===== config.mk =====
export PLATFORM = sky130hd
export DESIGN_NAME = fn_sw_4_ident
export DESIGN_NICKNAME = d
export VERILOG_FILES = /design/src/rtl/fn_sw_4_ident.sv
export SDC_FILE = /design/constraint.sdc
export NUM_CORES = 1
export LEC_CHECK = 0
export ABC_AREA = 1
export CORE_AREA = 2 2 50 52
export DETAILED_ROUTE_END_ITERATION = 16
export DIE_AREA = 0 0 52 54
export PLACE_DENSITY = 0.73
export SYNTH_ARGS = -nofsm -noshare
export SYNTH_HDL_FRONTEND = slang
export SYNTH_SLANG_ARGS = --single-unit
export TNS_END_PERCENT = 50

===== constraint.sdc =====
create_clock -name clk -period 1.29 [get_ports clk]
set_input_delay 0.258 -clock clk [delete_from_list [all_inputs] [get_ports clk]]
set_output_delay 0.258 -clock clk [all_outputs]
set_load 0.05 [all_outputs]

===== src/rtl/fn_sw_4_ident.sv =====
// ============================================================================
// Module  : fn_sw_4_ident
// Brief   : Identifies which function (AND/OR/XOR/XNOR) a 4-function logic
//           selector implements by sweeping a/b and eliminating candidates.
// Rev     : 1.0  initial release
// ============================================================================
`default_nettype none

module fn_sw_4_ident #(
    parameter int SETTLE = 1
) (
    input  logic       clk,
    input  logic       rst,
    input  logic       start,
    output logic       a_o,
    output logic       b_o,
    input  logic       y_i,
    output logic       busy,
    output logic       done,
    output logic       valid,
    output logic       err,
    output logic [1:0] sel_o
);

    localparam logic [3:0] c_SETTLE_CNT = 4'(SETTLE);
    localparam logic [1:0] c_LAST_VEC   = 2'd3;

    typedef enum logic [1:0] {
        S_IDLE   = 2'd0,
        S_APPLY  = 2'd1,
        S_DECIDE = 2'd2
    } state_t;

    state_t     r_state;
    logic [1:0] r_vec;
    logic [3:0] r_cnt;
    logic [3:0] r_mask;

    logic [3:0] w_truth;
    logic [3:0] w_mask_smp;
    logic       w_sample;
    logic [1:0] w_vec_nxt;
    logic       w_onehot;
    logic [1:0] w_idx;

    // Truth value of each candidate function for the vector currently driven.
    assign w_truth[0] = a_o & b_o;
    assign w_truth[1] = a_o | b_o;
    assign w_truth[2] = a_o ^ b_o;
    assign w_truth[3] = ~(a_o ^ b_o);

    assign w_mask_smp = r_mask & ~(w_truth ^ {4{y_i}});
    assign w_sample   = (r_cnt == c_SETTLE_CNT);
    assign w_vec_nxt  = r_vec + 2'd1;

    // The truth tables are distinct, so after a full sweep at most one bit survives.
    assign w_onehot = (r_mask != 4'b0000) && ((r_mask & (r_mask - 4'd1)) == 4'b0000);

    always_comb begin
        w_idx = 2'd0;
        case (r_mask)
            4'b0010: w_idx = 2'd1;
            4'b0100: w_idx = 2'd2;
            4'b1000: w_idx = 2'd3;
            default: w_idx = 2'd0;
        endcase
    end

    always_ff @(posedge clk) begin
        if (rst) begin
            r_state <= S_IDLE;
            r_vec   <= 2'd0;
            r_cnt   <= 4'd0;
            r_mask  <= 4'b1111;
            a_o     <= 1'b0;
            b_o     <= 1'b0;
            busy    <= 1'b0;
            done    <= 1'b0;
            valid   <= 1'b0;
            err     <= 1'b0;
            sel_o   <= 2'b00;
        end else begin
            done <= 1'b0;
            case (r_state)
                S_IDLE: begin
                    if (start) begin
                        r_state <= S_APPLY;
                        busy    <= 1'b1;
                        r_vec   <= 2'd0;
                        r_cnt   <= 4'd0;
                        r_mask  <= 4'b1111;
                        a_o     <= 1'b0;
                        b_o     <= 1'b0;
                        valid   <= 1'b0;
                        err     <= 1'b0;
                        sel_o   <= 2'b00;
                    end
                end
                S_APPLY: begin
                    if (w_sample) begin
                        // Stimulus advances on the same edge that samples y_i,
                        // keeping a_o/b_o aligned with r_vec.
                        r_mask <= w_mask_smp;
                        r_cnt  <= 4'd0;
                        r_vec  <= w_vec_nxt;
                        a_o    <= w_vec_nxt[0];
                        b_o    <= w_vec_nxt[1];
                        if (r_vec == c_LAST_VEC) begin
                            r_state <= S_DECIDE;
                        end
                    end else begin
                        r_cnt <= r_cnt + 4'd1;
                    end
                end
                S_DECIDE: begin
                    r_state <= S_IDLE;
                    done    <= 1'b1;
                    busy    <= 1'b0;
                    a_o     <= 1'b0;
                    b_o     <= 1'b0;
                    valid   <= w_onehot;
                    err     <= (r_mask == 4'b0000);
                    sel_o   <= w_onehot ? w_idx : 2'b00;
                end
                default: begin
                    r_state <= S_IDLE;
                end
            endcase
        end
    end

endmodule

`default_nettype wire


==> impl_metrics.yaml <==
clocking:
  root_buffer: "clkbuf_4"
  cts.sinks: 20
  ctsHtreeMaxLevel: 1
  worst_skew_pair.late_latency_ns: 0.30
  cts_tree: "built"
  clockBufferDepth: 2
  cts.clk_slew.worst_paths_ns: 0.12
  cts_buffers: 3
  cts_setup_buffers: 0
detailed_routing:
  highest_layer: "met4"
  viasPerCell: 5.07
  met1Wirelength_um: 962
  drt_iter0_drc: 20
  vias: 1009
  drc: 0
  wl_met3_um: 90
  ant_nets: 0
  wl_met2_mm: 1.08
  dr.pass1.iters: 5
  wl_mm: 2.15
  routedWlPerCell_um: 10.8
global_route:
  grt_overflow: 0
  grt_usage_pct: 17.2
  grt_pass1_vias: 864
  antenna_found_initial: 0
  grt_pass1_wl_mm: 3.61
  grt_max_degree: 12
worst_setup_path:
  crit_chain: "inv_1, ha_1, inv_1, nand2_1, nand2_1, nand3b_1, nand2_1, nand2_1"
  slowest_delay_ns: 0.39
  worst-setup-path-type: "register to register"
  cp_max_fo: 3
  cp-start-kind: "register"
  crit_top_cell: "nand2_1"
  critPathRequiredTime_ns: 1.51
  rr_worst_depth: 8
  arrival_ns: 1.45
  endpoint_kind: "register"
  cp_slowest_cell: "dfxtp_4"
power_and_ir_drop:
  totalPowerFinal_mw: 1.47
  leakagePower_nw: 0.658
  power_density_nw_per_um2: 1090
  vdd_drop_max_v: 0.000598
cells_and_area:
  antennaDiodeCount: 0
  multi_input_area_um2: 519
  regArea_um2: 408
  area_growth_syn_to_layout_pct: 35.8
  layoutNonFillerInstCount: 199
  final_util_pct: 58.1
  fillers: 207
  drive_above_1_share_pct: 17.2
  fin_nets: 179
place:
  io_buffers: 11
  dp.cells: 195
  hpwl_mm: 1.66
  place_congestion: 0.843
yosys:
  yosysUniqueCellTypes: 18
  ys_ff_latch: 20
  ys_warn_count: 0
  syn_area_um2: 993
  synth.avg_cell_area_um2: 6.90
  yosysSeqAreaShare_pct: 40.3
  synth.net_count: 153
  synth_cells: 144
sta:
  hold_ws_ns: 0.503
  fin_crit_sh_pct: 95.2
  fmax_mhz: 814
  slew_violations: 0
  relSlewSlack_pct: 85.9
  finalSetupViolations: 0
  tightest_slew_ns: 0.211
  setup_tns_ns: 0
  finalHoldViolCount: 0
  rsz0062_at_grt: "false"
  finalCriticalPeriod_ns: 1.23
  fin_skew_ns: 0.00752
die:
  die_w_um: 52
  dieArea_um2: 2810
  ios: 12
  fp.dieH_um: 54
  start_util_pct: 42.8
  core_um2: 2320
  placementRows: 18
worst_hold_path:
  min_path_type: "register to register"
  hold_path_depth: 2
job:
  cap_viol_max_count: 0
run_status:
  status: "completed"
logic make-up (layout without fill, tap and decap cells):
family	after synthesis	count (layout)	synth area share (%)
fa+ha+maj	5	5	6.30
flops	20	20	40.3
simple gates	81	81	35.3
xor+xnor	3	3	2.65
compound gates	14	14	7.56
buf+inv	21	46	7.93
critical path: cells and delay by family, from the launching register on:
kind | cells | cell delay (ns)
adders and majority gates | 1 | 0.29
buffers and inverters | 2 | 0.10
DFF | 1 | 0.39
and+or+nand+nor | 5 | 0.37
cell usage after synthesis:
library cell	instances	area (um2)
a21oi_1	9	45.0
a21boi_0	2	15.0
xnor2_1	1	8.76
clkbuf_1	1	3.75
nand3_2	1	10.0
dfxtp_1	20	400
nor2_1	17	63.8
inv_1	20	75.1
nand4_1	4	25.0
o21ai_1	1	5.00
nor2_4	1	11.3
o21ai_0	2	10.0
nand3_1	10	50.1
xor2_1	2	17.5
nand2_1	45	169
and2_1	1	6.26
ha_1	5	62.6
nand3b_1	2	15.0
cells in the final DEF, fill, tap and decap left out:
cell	instances
buf_4	11
and2_1	1
nand2_1	44
xor2_1	2
clkdlybuf4s50_1	3
o21ai_0	2
nand4_1	4
nand3_1	10
a21boi_0	2
a21oi_1	9
nor2_2	1
xnor2_1	1
nor2_1	16
o21ai_1	1
clkbuf_4	3
nor2_4	1
clkbuf_8	1
nand2_2	1
inv_1	20
nand3_2	1
dfxtp_1	18
dfxtp_4	2
nand3b_1	2
buf_12	8
ha_1	5
registers in the layout, summed over array words and instances, names as in the netlist, 2 cells and up:
signal and count:
r_mask 4, r_state 2, r_vec 2, r_cnt 4, sel_o 2
power by group:
part | total [mW] | leakage, nW | switching [mW] | internal (mW)
clock | 0.370 | 0.0210 | 0.198 | 0.172
combinational | 0.398 | 0.472 | 0.223 | 0.175
sequential | 0.705 | 0.165 | 0.0424 | 0.662
total | 1.47 | 0.658 | 0.464 | 1.01
cell type report:
class	instances	area share (%)
inverters	20	5.57
well taps	30	2.78
multi-input cells	103	38.5
repair buffers	22	20.2
clock buffers	4	2.69
flip-flops and latches	20	30.2
worst paths after layout:
path / slack [ns] / to / from
max reg2reg: 0.06 / r_mask[2] / a_o
min: 0.50 / r_vec[1] / r_vec[1]
min reg2reg: 0.50 / r_vec[1] / r_vec[1]
max: 0.06 / r_mask[2] / a_o
layer usage:
metal  up-vias  global-route usage, %
met5         -                      0
li1        508                      -
met2        34                   31.9
met3         4                   2.50
met4         0                   5.26
met1       463                   20.4
per-stage QoR:
stage                     setup WS (ns)  area, um2
after global placement           -0.123       1310
final                            0.0614       1350
after CTS                        0.0552       1340
after global routing          0.0000575       1350
after detailed placement         -0.150       1310
after floorplan                  0.0255       1000
what timing repair did:
item | CTS | global route
hold endpoints to repair | 0 | 0
hold buffers | 0 | 0
resized for setup | 0 | 2
endpoints found under the setup margin | 0 | 2
Note: power is estimated with default switching activity, not from simulation.
